### src/rtl/openofdm_rx_watchdog.sv
// Supervisory sequencer for the dot11 receive core: follows each reception through its phases
// and pulses a core reset with a recorded cause when a phase stalls or sees a bad header/length.
module openofdm_rx_watchdog #(
    parameter int unsigned TIMER_WIDTH   = 16,
    parameter int unsigned RST_PULSE_LEN = 4,
    parameter int unsigned CNT_WIDTH     = 16
) (
    input  logic                   i_clock,
    input  logic                   i_reset,
    input  logic                   i_enable,
    input  logic                   i_sample_in_strobe,
    input  logic                   i_short_preamble_detected,
    input  logic                   i_long_preamble_detected,
    input  logic                   i_pkt_header_valid_strobe,
    input  logic                   i_pkt_header_valid,
    input  logic                   i_ht_unsupport,
    input  logic [15:0]            i_pkt_len,
    input  logic                   i_byte_out_strobe,
    input  logic                   i_fcs_out_strobe,
    input  logic [TIMER_WIDTH-1:0] i_long_timeout,
    input  logic [TIMER_WIDTH-1:0] i_sig_timeout,
    input  logic [TIMER_WIDTH-1:0] i_byte_timeout,
    input  logic [15:0]            i_max_pkt_len,
    output logic                   o_core_rst,
    output logic                   o_abort_strobe,
    output logic [2:0]             o_abort_code,
    output logic [CNT_WIDTH-1:0]   o_abort_count,
    output logic                   o_pkt_done_strobe,
    output logic [2:0]             o_state
);

    typedef enum logic [2:0] {
        StIdle      = 3'd0,
        StWaitLong  = 3'd1,
        StWaitSig   = 3'd2,
        StRxData    = 3'd3,
        StResetCore = 3'd4
    } state_e;

    localparam logic [2:0] CodeLong    = 3'd1;
    localparam logic [2:0] CodeSig     = 3'd2;
    localparam logic [2:0] CodeHeader  = 3'd3;
    localparam logic [2:0] CodeByte    = 3'd4;
    localparam logic [2:0] CodeLength  = 3'd5;
    localparam logic [2:0] CodeOverrun = 3'd6;

    localparam int unsigned PulseCntW = (RST_PULSE_LEN > 1) ? $clog2(RST_PULSE_LEN) : 1;
    localparam logic [PulseCntW-1:0] PulseLast = PulseCntW'(RST_PULSE_LEN - 1);

    state_e                 r_state, w_state_d;
    logic [TIMER_WIDTH-1:0] r_timer, w_timer_d;
    logic [16:0]            r_byte_cnt, w_byte_cnt_d, w_byte_next;
    logic [15:0]            r_pkt_len, w_pkt_len_d;
    logic [PulseCntW-1:0]   r_pulse_cnt, w_pulse_cnt_d;
    logic                   r_core_rst;
    logic                   r_abort_strobe;
    logic [2:0]             r_abort_code;
    logic [CNT_WIDTH-1:0]   r_abort_count;
    logic                   r_pkt_done;
    logic                   w_abort;
    logic [2:0]             w_code;
    logic                   w_byte_clr;
    logic                   w_done_d;

    function automatic logic timed_out(input logic [TIMER_WIDTH-1:0] timer,
                                       input logic [TIMER_WIDTH-1:0] limit);
        return (limit != '0) && (timer >= limit);
    endfunction

    always_comb begin
        w_state_d     = r_state;
        w_abort       = 1'b0;
        w_code        = 3'd0;
        w_byte_clr    = 1'b0;
        w_byte_cnt_d  = r_byte_cnt;
        w_pkt_len_d   = r_pkt_len;
        w_pulse_cnt_d = r_pulse_cnt;
        w_done_d      = 1'b0;
        w_byte_next   = r_byte_cnt + 17'd1;

        // Strobes that advance the phase win over any abort check in the same cycle.
        unique case (r_state)
            StIdle: begin
                if (i_short_preamble_detected) w_state_d = StWaitLong;
            end
            StWaitLong: begin
                if (i_long_preamble_detected) begin
                    w_state_d = StWaitSig;
                end else if (timed_out(r_timer, i_long_timeout)) begin
                    w_abort = 1'b1;
                    w_code  = CodeLong;
                end
            end
            StWaitSig: begin
                if (i_pkt_header_valid_strobe) begin
                    if (!i_pkt_header_valid || i_ht_unsupport) begin
                        w_abort = 1'b1;
                        w_code  = CodeHeader;
                    end else if ((i_pkt_len == 16'd0) || (i_pkt_len > i_max_pkt_len)) begin
                        w_abort = 1'b1;
                        w_code  = CodeLength;
                    end else begin
                        w_state_d   = StRxData;
                        w_pkt_len_d = i_pkt_len;
                    end
                end else if (timed_out(r_timer, i_sig_timeout)) begin
                    w_abort = 1'b1;
                    w_code  = CodeSig;
                end
            end
            StRxData: begin
                if (i_fcs_out_strobe) begin
                    w_state_d = StIdle;
                    w_done_d  = 1'b1;
                end else if (i_byte_out_strobe && (w_byte_next > {1'b0, r_pkt_len})) begin
                    w_abort = 1'b1;
                    w_code  = CodeOverrun;
                end else if (timed_out(r_timer, i_byte_timeout)) begin
                    w_abort = 1'b1;
                    w_code  = CodeByte;
                end else if (i_byte_out_strobe) begin
                    w_byte_cnt_d = w_byte_next;
                    w_byte_clr   = 1'b1;
                end
            end
            StResetCore: begin
                if (r_pulse_cnt == '0) w_state_d = StIdle;
                else                   w_pulse_cnt_d = r_pulse_cnt - PulseCntW'(1);
            end
            default: w_state_d = StIdle;
        endcase

        if (w_abort) begin
            w_state_d     = StResetCore;
            w_pulse_cnt_d = PulseLast;
        end

        if (!i_enable) begin
            w_state_d = StIdle;
            w_abort   = 1'b0;
            w_done_d  = 1'b0;
        end

        if (w_state_d != StRxData) w_byte_cnt_d = '0;

        // Timer restarts on every phase entry and on each accepted data byte.
        if (!i_enable || (w_state_d != r_state) || w_byte_clr) begin
            w_timer_d = '0;
        end else if (i_sample_in_strobe && (r_timer != '1)) begin
            w_timer_d = r_timer + TIMER_WIDTH'(1);
        end else begin
            w_timer_d = r_timer;
        end
    end

    always_ff @(posedge i_clock) begin
        if (i_reset) begin
            r_state        <= StIdle;
            r_timer        <= '0;
            r_byte_cnt     <= '0;
            r_pkt_len      <= '0;
            r_pulse_cnt    <= '0;
            r_core_rst     <= 1'b0;
            r_abort_strobe <= 1'b0;
            r_abort_code   <= 3'd0;
            r_abort_count  <= '0;
            r_pkt_done     <= 1'b0;
        end else begin
            r_state        <= w_state_d;
            r_timer        <= w_timer_d;
            r_byte_cnt     <= w_byte_cnt_d;
            r_pkt_len      <= w_pkt_len_d;
            r_pulse_cnt    <= w_pulse_cnt_d;
            r_core_rst     <= (w_state_d == StResetCore);
            r_abort_strobe <= w_abort;
            r_pkt_done     <= w_done_d;
            if (w_abort) begin
                r_abort_code <= w_code;
                if (r_abort_count != '1) r_abort_count <= r_abort_count + CNT_WIDTH'(1);
            end
        end
    end

    assign o_core_rst        = r_core_rst;
    assign o_abort_strobe    = r_abort_strobe;
    assign o_abort_code      = r_abort_code;
    assign o_abort_count     = r_abort_count;
    assign o_pkt_done_strobe = r_pkt_done;
    assign o_state           = r_state;

endmodule

### config.mk
export PLATFORM = sky130hd
export DESIGN_NAME = openofdm_rx_watchdog
export DESIGN_NICKNAME = d
export VERILOG_FILES = /design/src/rtl/openofdm_rx_watchdog.sv
export SDC_FILE = /design/constraint.sdc
export NUM_CORES = 1
export LEC_CHECK = 0
export ABC_AREA = 1
export BUFFER_PORTS_ARGS = -buffer_cell sky130_fd_sc_hd__buf_4
export CAP_MARGIN = 20
export CORE_MARGIN = 2
export CORE_UTILIZATION = 25
export DETAILED_ROUTE_END_ITERATION = 6
export HOLD_SLACK_MARGIN = 0.1
export MAX_ROUTING_LAYER = met4
export SETUP_SLACK_MARGIN = 0.2
export SYNTH_ARGS = -nofsm -noshare
export SYNTH_HDL_FRONTEND = slang
export SYNTH_SLANG_ARGS = --single-unit
### constraint.sdc
create_clock -name i_clock -period 4.9 [get_ports i_clock]
set_input_delay 0.735 -clock i_clock [delete_from_list [all_inputs] [get_ports i_clock]]
set_output_delay 0.735 -clock i_clock [all_outputs]
set_load 0.005 [all_outputs]
==> results of run 1 <==
through the flow:
step	util, %	area (sq um)	hold WS (ps)	instances	worst slack (ps)
after global placement	30.58	7178	453.5	1283	1129
final	31.91	7490	457.9	1299	1045
after detailed placement	30.60	7183	453.8	1284	1050
after floorplan	-	5976	435.3	862	1484
after CTS	31.91	7490	462.5	1299	1032
after global routing	31.91	7490	482.6	1299	550.6
placed cells by master, fill, tap and decap left out, drive strengths merged, types with 16 or more instances in the layout:
| cell type | n |
|---|---|
| inv | 166 |
| nand2 | 164 |
| buf | 118 |
| a21oi | 87 |
| ha | 84 |
| dfxtp | 76 |
| nor2 | 73 |
| o21ai | 40 |
| nand3 | 38 |
| nand4 | 27 |
| xor2 | 23 |
| nor3 | 23 |
| nor4 | 16 |
layout make-up:
| type | count | area [sq um] |
|---|---|---|
| Clock buffer | 10 | 229.0 |
| Timing Repair Buffer | 118 | 883.3 |
| Multi-Input combinational cell | 604 | 3752 |
| Clock inverter | 5 | 77.57 |
| Fill cell | 2578 | 15980 |
| Sequential cell | 76 | 1521 |
| Tap cell | 319 | 399.1 |
| Inverter | 167 | 626.9 |
logic make-up (layout without fill, tap and decap cells):
family | after synthesis | in the layout | share of synthesized area (%)
buf+inv | 182 | 300 | 11.75
compound gates | 139 | 139 | 12.56
mux | 2 | 2 | 0.3350
simple gates | 344 | 344 | 27.18
xor+xnor | 35 | 35 | 5.130
flops | 76 | 76 | 25.46
fa+ha+maj | 84 | 84 | 17.59
power by group through the flow:
stage	registers, mW	clock network, mW	logic [mW]
CTS	0.621	0.719	0.180
detailed placement	0.635	0	0.179
global route	0.621	0.745	0.203
floorplan	0.635	0	0.0908
global placement	0.635	0	0.176
finish	0.621	0.702	0.178
cell usage after synthesis:
cell,instances,area [sq um]
o21ai_1,1,5.000
nor4_1,16,100.1
nor2_2,12,75.07
ha_1,84,1051
a32oi_1,1,8.760
a31oi_2,1,12.51
nand3b_4,1,20.02
nand2_4,2,22.52
nor3_1,21,105.1
nor3_2,1,10.01
o21ai_0,39,195.2
o41ai_1,1,8.760
nor3_4,1,16.27
nand4_2,2,25.02
dfxtp_1,76,1521
o31a_1,1,8.760
o21a_1,2,15.01
clkinv_1,1,3.750
o31ai_1,1,7.510
inv_2,1,3.750
nand2_1,156,585.6
a21oi_2,4,35.03
a21oi_1,83,415.4
nand3_2,3,30.03
a211oi_1,1,7.510
nand4_1,25,156.4
nand2_2,5,31.28
buf_2,3,15.01
xor2_1,23,201.4
mux2i_1,2,20.02
nor4b_1,1,8.760
nand2_8,1,20.02
a31oi_1,1,6.260
buf_6,2,22.52
and3_1,1,6.260
o211ai_1,2,15.01
nor2_4,1,11.26
nand3_1,35,175.2
xnor2_1,12,105.1
inv_1,165,619.3
nor2_1,60,225.2
clkbuf_1,10,37.54
a32o_1,1,10.01
worst min-delay path by stage:
stage               depth (start not counted)         endpoint  slack, ps             from
finish                                      2     r_pkt_len[6]        460     r_pkt_len[6]
global placement                            2     r_pkt_len[9]        450     r_pkt_len[9]
CTS                                         2  o_abort_code[0]        460  o_abort_code[0]
floorplan                                   2    r_pkt_len[10]        440    r_pkt_len[10]
detailed placement                          2  o_abort_code[0]        450  o_abort_code[0]
global route                                2    r_pkt_len[10]        480    r_pkt_len[10]
registers in the layout, summed over array words and instances, names as in the netlist:
| register | count |
|---|---|
| o_abort_count | 16 |
| r_pulse_cnt | 2 |
| o_core_rst | 1 |
| o_state | 3 |
| o_abort_code | 3 |
| o_pkt_done_strobe | 1 |
| r_timer | 16 |
| r_byte_cnt | 17 |
| o_abort_strobe | 1 |
| r_pkt_len | 16 |
critical path: stages (launching register included):
cell and delay [ps]:
dfxtp_1 390, ha_1 220, nand3_2 120, nor2_4 120
nand3_2 100, clkinv_1 80, nand2_1 70, nor3_1 250
xnor2_1 160, inv_1 70, ha_1 290, inv_1 50
nor3_1 240, nor4b_1 340, a31oi_2 170, nand2_2 120
nand4_2 70, buf_4 220, inv_1 390, nand2_1 140
a21oi_2 160
metal layers:
metal,vias up,track usage [%],routed length (microns)
li1,3056,-,-
met1,2515,17.50,8032
met2,138,21.05,7000
met3,11,2.150,763
met4,0,4.247,190
met5,-,-,0
==> impl_metrics.csv, run 1 <==
group,metric,value,unit
status,status,"finished clean",
placement,dp_hpwl,12990,microns
worst_setup_path,r2r_start,"r_byte_cnt[0]",
worst_setup_path,criticalPathCategory,"reg -> reg",
finish,final_nets,1151,
yosys,netlist_area,5976,sq um
power_and_ir_drop,p_int,1.146,mW
yosys,avgSynthCellArea,6.932,sq um
sta,fmax,259.4,MHz
die,chipWidth,158.6,microns
power_and_ir_drop,swShare,23.64,%
power_and_ir_drop,ir_drop,154.0,uV
sta,min_period,3855,ps
clock_network,clockBufferDepth,2,
sta,grt_setup_unrepaired,"no",
route,routed_wl,15990,microns
die,num_rows,56,
grt,gr-total-overflow,0,
clock_network,root_buffer,"clkbuf_16",
power_and_ir_drop,power_frac_seq,41.4,%
flow_run,max_cap_violations,0,
route,vias,5720,
sta,maxSlewHeadroom,45.97,%
route,post_drt_wl_per_cell,12.31,microns
yosys,synth-seq-cells,76,
finish,drive_above_1_share,17.04,%
finish,areaGrowthSynthToFinish,25.33,%
power_and_ir_drop,p_leak,3.517,nW
sta,tns,0,ps
sta,tightest_slew,809.5,ps
power_and_ir_drop,power_frac_clock,46.8,%
worst_setup_path,timing.rr.end,"r_byte_cnt[7]",
die,die_y,158.6,microns
clock_network,clock-sinks,76,
power_and_ir_drop,combPwrFrac,11.9,%
worst_setup_path,critPathArrivalTime,4120,ps
sta,hold_violations,0,
placement,gp_congestion,0.8216,
yosys,syn_inst,862,
grt,grt_pass1_vias,5411,
worst_setup_path,path_max_fanout,18,
placement,io_buffers,115,
die,io_pins,116,
worst_setup_path,reg2reg_depth,20,
clock_network,cts_hold_buf,0,
clock_network,worstSkewPairLatency,350,ps
power_and_ir_drop,switching_power,0.3550,mW
worst_hold_path,hp-class,"reg -> reg",
worst_setup_path,critical_path_required,5170,ps
worst_setup_path,r2r_slack,1040,ps
clock_network,cts_resized,0,
clock_network,clk_pin_slew,50,ps
clock_network,post-cts-setup-buffers,0,
power_and_ir_drop,powerDensity,200.5,nW/um^2
clock_network,cts_max_level,3,
grt,antenna_found_initial,0,
route,firstDrtPassIters,5,
worst_setup_path,start_kind,"flop",
die,dieArea,25160,sq um
sta,maxSlewViolCount,0,
route,ant_nets,0,
sta,setup_viol,0,
yosys,yosys_warnings,0,
sta,fin_crit_sh,78.68,%
worst_setup_path,crit_path_end,"r_byte_cnt[7]",
clock_network,tritoncts,"done",
clock_network,numCtsBuffers,9,
die,fp.coreArea,23470,sq um
yosys,syn_nets,1037,
route,via_per_inst,4.403,
yosys,yosysSeqAreaShare,25.46,%
route,drc,0,
yosys,synth_cell_types,43,
route,initialDrtViolationCount,194,
grt,grt_pass1_wl,25790,microns
finish,diodes,0,
worst_setup_path,critPathLaunch,"r_byte_cnt[0]",
sta,fin_skew,12.56,ps
grt,grt_max_degree,33,
worst_setup_path,end_kind,"flop",
grt,grtUsageTotal,13.35,%
power_and_ir_drop,design_power_total,1.501,mW
die,initial_core_util,25.46,%
(Power assumes the default switching activity.)
==> inputs of run 2 (changes only) <==
--- a/config.mk
+++ b/config.mk
@@ -5,7 +5,7 @@
 export SDC_FILE = /design/constraint.sdc
 export NUM_CORES = 1
 export LEC_CHECK = 0
-export ABC_AREA = 1
+export ABC_AREA = 0
 export BUFFER_PORTS_ARGS = -buffer_cell sky130_fd_sc_hd__buf_4
 export CAP_MARGIN = 20
 export CORE_MARGIN = 2
==> constraint.sdc (replaced) <==
create_clock -name i_clock -period 3.65 [get_ports i_clock]
set_input_delay 0.5475 -clock i_clock [delete_from_list [all_inputs] [get_ports i_clock]]
set_output_delay 0.5475 -clock i_clock [all_outputs]
set_load 0.005 [all_outputs]
==> run 2 against run 1 <==
Effect of this change: via count down 5.5%; clock power increased by 33%; die area decreased by 2.4%; clock-buffer cell count rose by 1; worst setup slack lost 980 ps; fmax grew 7.6%; design area grew 7.2%; sequential share of layout area fell by 1.2 points; synthesized cell count is 18% lower; non-clock buffer count up 44; critical endpoint is now o_abort_count[7].
==> impl_metrics.csv, run 2 <==
group,metric,value,unit
finish,fin_cells,1182,
route,post_drt_wl_per_cell,13.87,microns
route,ant_nets,0,
sta,fmax,279.2,MHz
power_and_ir_drop,ir_drop,225.6,uV
worst_setup_path,criticalPathCategory,"reg -> reg",
yosys,yosysSeqAreaShare,26.10,%
power_and_ir_drop,p_leak,3.528,nW
route,initialDrtViolationCount,213,
sta,grt_setup_unrepaired,"yes",
sta,hold_violations,0,
yosys,yosys_warnings,0,
clock_network,root_buffer,"clkbuf_16",
power_and_ir_drop,swShare,24.21,%
yosys,synth-seq-cells,76,
status,status,"finished clean",
grt,grtUsageTotal,13.94,%
finish,areaGrowthSynthToFinish,37.75,%
yosys,yosys-top-cells-count,"inv_1 (91), ha_1 (84), nor2_1 (84)",
power_and_ir_drop,p_int,1.519,mW
clock_network,clockBufferDepth,2,
finish,largest_reg_flops,17,
finish,final_cell_mix,"buf_4 (155), inv_1 (91), ha_1 (83)",
die,chipWidth,156.7,microns
clock_network,clock-sinks,76,
placement,io_buffers,115,
yosys,async_reset_ff_share,0,%
yosys,netlist_area,5829,sq um
clock_network,clk_pin_slew,60,ps
sta,setup_slack,68.24,ps
worst_setup_path,path_max_fanout,7,
worst_setup_path,critical_path_required,3890,ps
grt,grt_pass1_vias,5338,
yosys,yosysTopAreaCell,"dfxtp_1",
flow_run,max_cap_violations,0,
yosys,syn_nets,882,
worst_setup_path,crit_family,"simple AND/OR/NAND/NOR gates",
worst_hold_path,hp-class,"reg -> reg",
yosys,synth_top_family_by_area,"simple AND/OR/NAND/NOR gates",
power_and_ir_drop,combPwrFrac,12.0,%
yosys,synth-main-ff-cell,"dfxtp_1",
clock_network,tritoncts,"done",
route,drc,0,
finish,register_area,1534,sq um
placement,pre_cts_ws,-126.5,ps
sta,min_period,3582,ps
die,die_y,156.7,microns
yosys,ys_top_cells_by_area,"dfxtp_1 (26%), ha_1 (18%), inv_1 (5.9%)",
clock_network,cts_max_level,3,
sta,setup_viol,0,
worst_setup_path,critPathMaxStageDelay,370,ps
grt,grt_pass1_wl,26370,microns
placement,dp.cells,1148,
yosys,synth_top_area_share,26.10,%
yosys,synth_cell_types,57,
power_and_ir_drop,powerDensity,249.6,nW/um^2
sta,tightest_slew,804.4,ps
worst_setup_path,critPathBufInv,2,
placement,gp_congestion,0.8284,
placement,dp_hpwl,13170,microns
sta,fin_crit_sh,98.13,%
finish,fillers,2367,
route,firstDrtPassIters,4,
power_and_ir_drop,design_power_total,2.004,mW
worst_setup_path,end_kind,"flop",
yosys,synth-xor-area-share,6.911,%
grt,grt_max_degree,46,
power_and_ir_drop,power_frac_clock,46.4,%
sta,maxSlewViolCount,0,
sta,fin_skew,8.432,ps
yosys,synthSimpleGateAreaFrac,23.07,%
grt,gr-total-overflow,0,
yosys,synth_edf_count,0,
die,initial_core_util,25.59,%
die,fp.coreArea,22780,sq um
yosys,syn_inst,707,
sta,maxSlewHeadroom,46.08,%
die,io_pins,116,
clock_network,worstSkewPairLatency,350,ps
worst_setup_path,start_kind,"flop",
worst_setup_path,cp_cell_sequence,"ha_4 -> nand3_4 -> nor2_4 -> nand3_2 -> nor2_4 -> nand3_2 -> xnor2_2 -> ha_1 -> nand4_1 -> or3_4 -> a31o_4 -> a41oi_4 -> o21ba_4 -> nor4_4 -> buf_6 -> buf_6 -> nor4b_4 -> mux2_4",
grt,antenna_found_initial,1,
yosys,avgSynthCellArea,8.245,sq um
finish,drive_above_1_share,28.23,%
worst_setup_path,slowest_stage,"dfxtp_4",
die,num_rows,55,
finish,top_register,"r_byte_cnt",
die,dieArea,24550,sq um
clock_network,numCtsBuffers,9,
power_and_ir_drop,power_frac_seq,41.5,%
finish,multi_input_area,4165,sq um
yosys,synthAdderAreaFrac,18.03,%
yosys,synth_compound_area_share,13.41,%
finish,final_common_cell,"buf_4",
finish,final_nets,1038,
power_and_ir_drop,switching_power,0.4852,mW
route,routed_wl,16390,microns
route,via_per_inst,4.575,
route,vias,5408,
yosys,muxShareOfSynthArea,5.173,%
yosys,yosysMostFrequentCell,"inv_1",
worst_setup_path,critPathArrivalTime,3820,ps
-- run 2: final timing paths --
path                  start                to  slack [ps]  cells after the start
max           r_byte_cnt[0]  o_abort_count[7]          70                     18
min          r_byte_cnt[16]    r_byte_cnt[16]         440                      2
max reg2reg   r_byte_cnt[0]  o_abort_count[7]          70                     18
min reg2reg  r_byte_cnt[16]    r_byte_cnt[16]         440                      2
-- run 2: metal layers --
layer	share of wire [%]	track usage [%]
met1	49	18.37
met2	45	21.53
met3	4.4	2.880
met4	1.3	4.019
met5	0	-
-- run 2: metrics by stage --
step	hold slack [ps]	util, %	instance area, sq um	setup TNS (ps)
3_5_place_dp	431.6	32.27	7350	-1548
4_1_cts	441.3	34.88	7945	0
3_3_place_gp	428.3	32.27	7350	-696.0
2_1_floorplan	422.2	-	5929	0
6_report	444.0	35.25	8030	0
5_1_grt	478.7	35.25	8030	-521.1
-- run 2: layout make-up --
| cell class | count | area share (%) |
|---|---|---|
| Sequential cell | 76 | 19.10 |
| Clock inverter | 5 | 0.7479 |
| Timing Repair Buffer | 162 | 15.97 |
| Antenna cell | 1 | 0.03116 |
| Multi-Input combinational cell | 523 | 51.87 |
| Tap cell | 313 | 4.877 |
| Inverter | 91 | 4.254 |
| Clock buffer | 11 | 3.147 |
-- run 2: power by group through the flow --
| stage | clock network [mW] | registers (mW) | logic [mW] |
|---|---|---|---|
| floorplan | 0 | 0.850 | 0.111 |
| global placement | 0 | 0.852 | 0.236 |
| finish | 0.931 | 0.833 | 0.241 |
| CTS | 0.962 | 0.832 | 0.244 |
| global route | 0.991 | 0.833 | 0.270 |
| detailed placement | 0 | 0.852 | 0.238 |
-- run 2: worst reg2reg max path: stages (launching register included) --
cell and delay (ps):
dfxtp_4 370, ha_4 150, nand3_4 110, nor2_4 110, nand3_2 100, nor2_4 110
nand3_2 100, xnor2_2 150, ha_1 300, nand4_1 110, or3_4 370, a31o_4 230
a41oi_4 190, o21ba_4 210, nor4_4 50, buf_6 160, buf_6 120, nor4b_4 220
mux2_4 320
-- run 2: repair_timing --
item / 4_1_cts / 5_1_grt
hold endpoints to repair: 0 / 0
gates resized for setup: 25 / 12
gates cloned: 1 / 1
pin swaps: 11 / 4
hold buffers: 0 / 0
setup endpoints to repair: 50 / 53
buffers inserted: 10 / 5
-- run 2: cell families after synthesis --
| logic type | Yosys count |
|---|---|
| AOI/OAI and AO/OA | 106 |
| xor gates and xnor gates | 46 |
| adders and majority gates | 84 |
| buffers and inverters | 108 |
| DFF | 76 |
| muxes | 29 |
| and+or+nand+nor | 258 |
==> inputs of run 3 (changes only) <==
--- a/config.mk
+++ b/config.mk
@@ -8,11 +8,13 @@
 export ABC_AREA = 0
 export BUFFER_PORTS_ARGS = -buffer_cell sky130_fd_sc_hd__buf_4
 export CAP_MARGIN = 20
-export CORE_MARGIN = 2
+export CORE_MARGIN = 5
 export CORE_UTILIZATION = 25
 export DETAILED_ROUTE_END_ITERATION = 6
 export HOLD_SLACK_MARGIN = 0.1
 export MAX_ROUTING_LAYER = met4
+export PLACE_DENSITY_LB_ADDON = 0.1
+export REMOVE_ABC_BUFFERS = 1
 export SETUP_SLACK_MARGIN = 0.2
 export SYNTH_ARGS = -nofsm -noshare
 export SYNTH_HDL_FRONTEND = slang
==> run 3 against run 2 <==
Effect of this change: critical path type unchanged; first-iteration DRC count down 53%; non-clock buffer count rose by 40; core utilization rose by 1.8 points; fmax decreased by 0.51%; die area is 7.8% higher; global-route usage decreased by 0.46 points; total power rose by 2.6%.
==> impl_metrics.csv, run 3 (same netlist as run 2, synthesis figures left out) <==
group,metric,value,unit
grt,grtUsageTotal,13.48,%
finish,final_util,37.01,%
worst_hold_path,hp-class,"reg -> reg",
worst_setup_path,path_max_fanout,7,
sta,maxSlewViolCount,0,
clock_network,worstSkewPairLatency,340,ps
sta,tightest_slew,660.5,ps
finish,areaGrowthSynthToFinish,44.60,%
sta,min_period,3600,ps
clock_network,numCtsBuffers,9,
die,initial_core_util,25.59,%
placement,gp_congestion,0.7936,
sta,setup_viol,0,
placement,dp_hpwl,13790,microns
grt,antenna_found_initial,0,
grt,grt_pass1_vias,5647,
power_and_ir_drop,p_leak,3.747,nW
clock_network,cts_max_level,3,
finish,top_register,"r_byte_cnt",
sta,setup_slack,49.84,ps
flow_run,max_cap_violations,0,
sta,fmax,277.8,MHz
sta,fin_crit_sh,98.63,%
sta,fin_skew,12.52,ps
route,initialDrtViolationCount,101,
die,fp.coreArea,22780,sq um
die,die_y,162.7,microns
route,firstDrtPassIters,4,
die,dieArea,26470,sq um
die,num_rows,55,
finish,final_common_cell,"buf_4",
clock_network,root_buffer,"clkbuf_16",
die,chipWidth,162.7,microns
clock_network,clockBufferDepth,2,
status,status,"finished clean",
route,drc,0,
finish,fin_cells,1220,
finish,final_nets,1078,
grt,grt_max_degree,46,
placement,pre_cts_ws,-458.9,ps
finish,largest_reg_flops,17,
sta,grt_setup_unrepaired,"yes",
grt,gr-total-overflow,0,
sta,maxSlewHeadroom,55.34,%
route,post_drt_wl_per_cell,13.99,microns
placement,io_buffers,115,
finish,final_cell_mix,"buf_4 (190), inv_1 (91), ha_1 (83)",
finish,diodes,0,
route,vias,5465,
route,ant_nets,0,
route,routed_wl,17070,microns
power_and_ir_drop,powerDensity,243.9,nW/um^2
die,io_pins,116,
route,via_per_inst,4.480,
placement,dp.cells,1188,
worst_setup_path,end_kind,"flop",
finish,drive_above_1_share,31.86,%
sta,whs,438.8,ps
finish,fillers,2446,
finish,register_area,1529,sq um
finish,multi_input_area,4237,sq um
worst_setup_path,critical_path_required,3930,ps
grt,grt_pass1_wl,28370,microns
worst_setup_path,start_kind,"flop",
clock_network,tritoncts,"done",
power_and_ir_drop,ir_drop,149.0,uV
clock_network,cts_hold_buf,0,
sta,hold_violations,0,
worst_setup_path,criticalPathCategory,"reg -> reg",
clock_network,clk_pin_slew,60,ps
clock_network,clock-sinks,76,
worst_setup_path,critPathArrivalTime,3880,ps
==> run 3: changes by cell type in the layout (fill, tap and decap cells not counted), sizes merged <==
cell      delta
diode        -1
bufinv       +1
buf         +41
clkbuf       -1
clkinvlp     -1
clkinv       -1
==> run 3: what timing repair did <==
| action | in CTS | in global routing |
|---|---|---|
| gates resized for setup | 59 | 17 |
| setup endpoints to repair | 59 | 59 |
| setup buffers | 15 | 2 |
| pin swaps | 35 | 5 |
==> run 3: critical path, cell delays in order, from the launching register on <==
cell	delay (ps)
dfxtp_4	360
ha_4	150
nand3_4	90
nor2_4	100
nand3_2	100
nor2_4	120
nand3_2	110
xnor2_2	170
ha_1	300
nand4_1	100
or3_4	370
a31o_4	220
a41oi_4	200
o21ba_4	200
o41ai_4	70
buf_12	150
buf_6	100
or4_4	500
a21oi_2	130
==> run 3: routing by layer <==
metal	up-vias	wire length, microns	track usage (%)	part of all wire, %
met5	-	0	-	0
met3	13	690	2.632	4.0
li1	2884	-	-	-
met1	2480	8364	17.52	49
met4	0	174	2.936	1.0
met2	88	7837	21.83	46
==> run 3: stage by stage <==
step	power (mW)	TNS [ps]	area [sq um]
floorplan	0.9536	-17460	5746
global placement	1.110	-11650	7602
detailed placement	1.108	-16830	7602
CTS	2.102	-19.23	8352
global route	2.159	-4145	8429
finish	2.056	0	8429
==> run 3: layout make-up <==
cell class | instances | area share [%]
multi-input combinational | 523 | 50.26
clock buffer | 11 | 2.880
timing repair buffer | 202 | 19.15
tap | 313 | 4.646
clock inverter | 4 | 0.8758
inverter | 91 | 4.052
sequential | 76 | 18.14
==> run 3: final timing paths <==
path / from / to / slack, ps / cells after the start
max reg2reg: r_byte_cnt[1] / o_abort_count[2] / 50 / 18
min: r_byte_cnt[16] / r_byte_cnt[16] / 440 / 2
max: r_byte_cnt[1] / o_abort_count[2] / 50 / 18
min reg2reg: r_byte_cnt[16] / r_byte_cnt[16] / 440 / 2
==> run 3: report_power, final <==
part,internal (mW),total [mW],switching [mW]
Sequential,0.830,0.833,0.00264
Combinational,0.132,0.254,0.122
Clock,0.614,0.969,0.355
Total,1.58,2.06,0.479
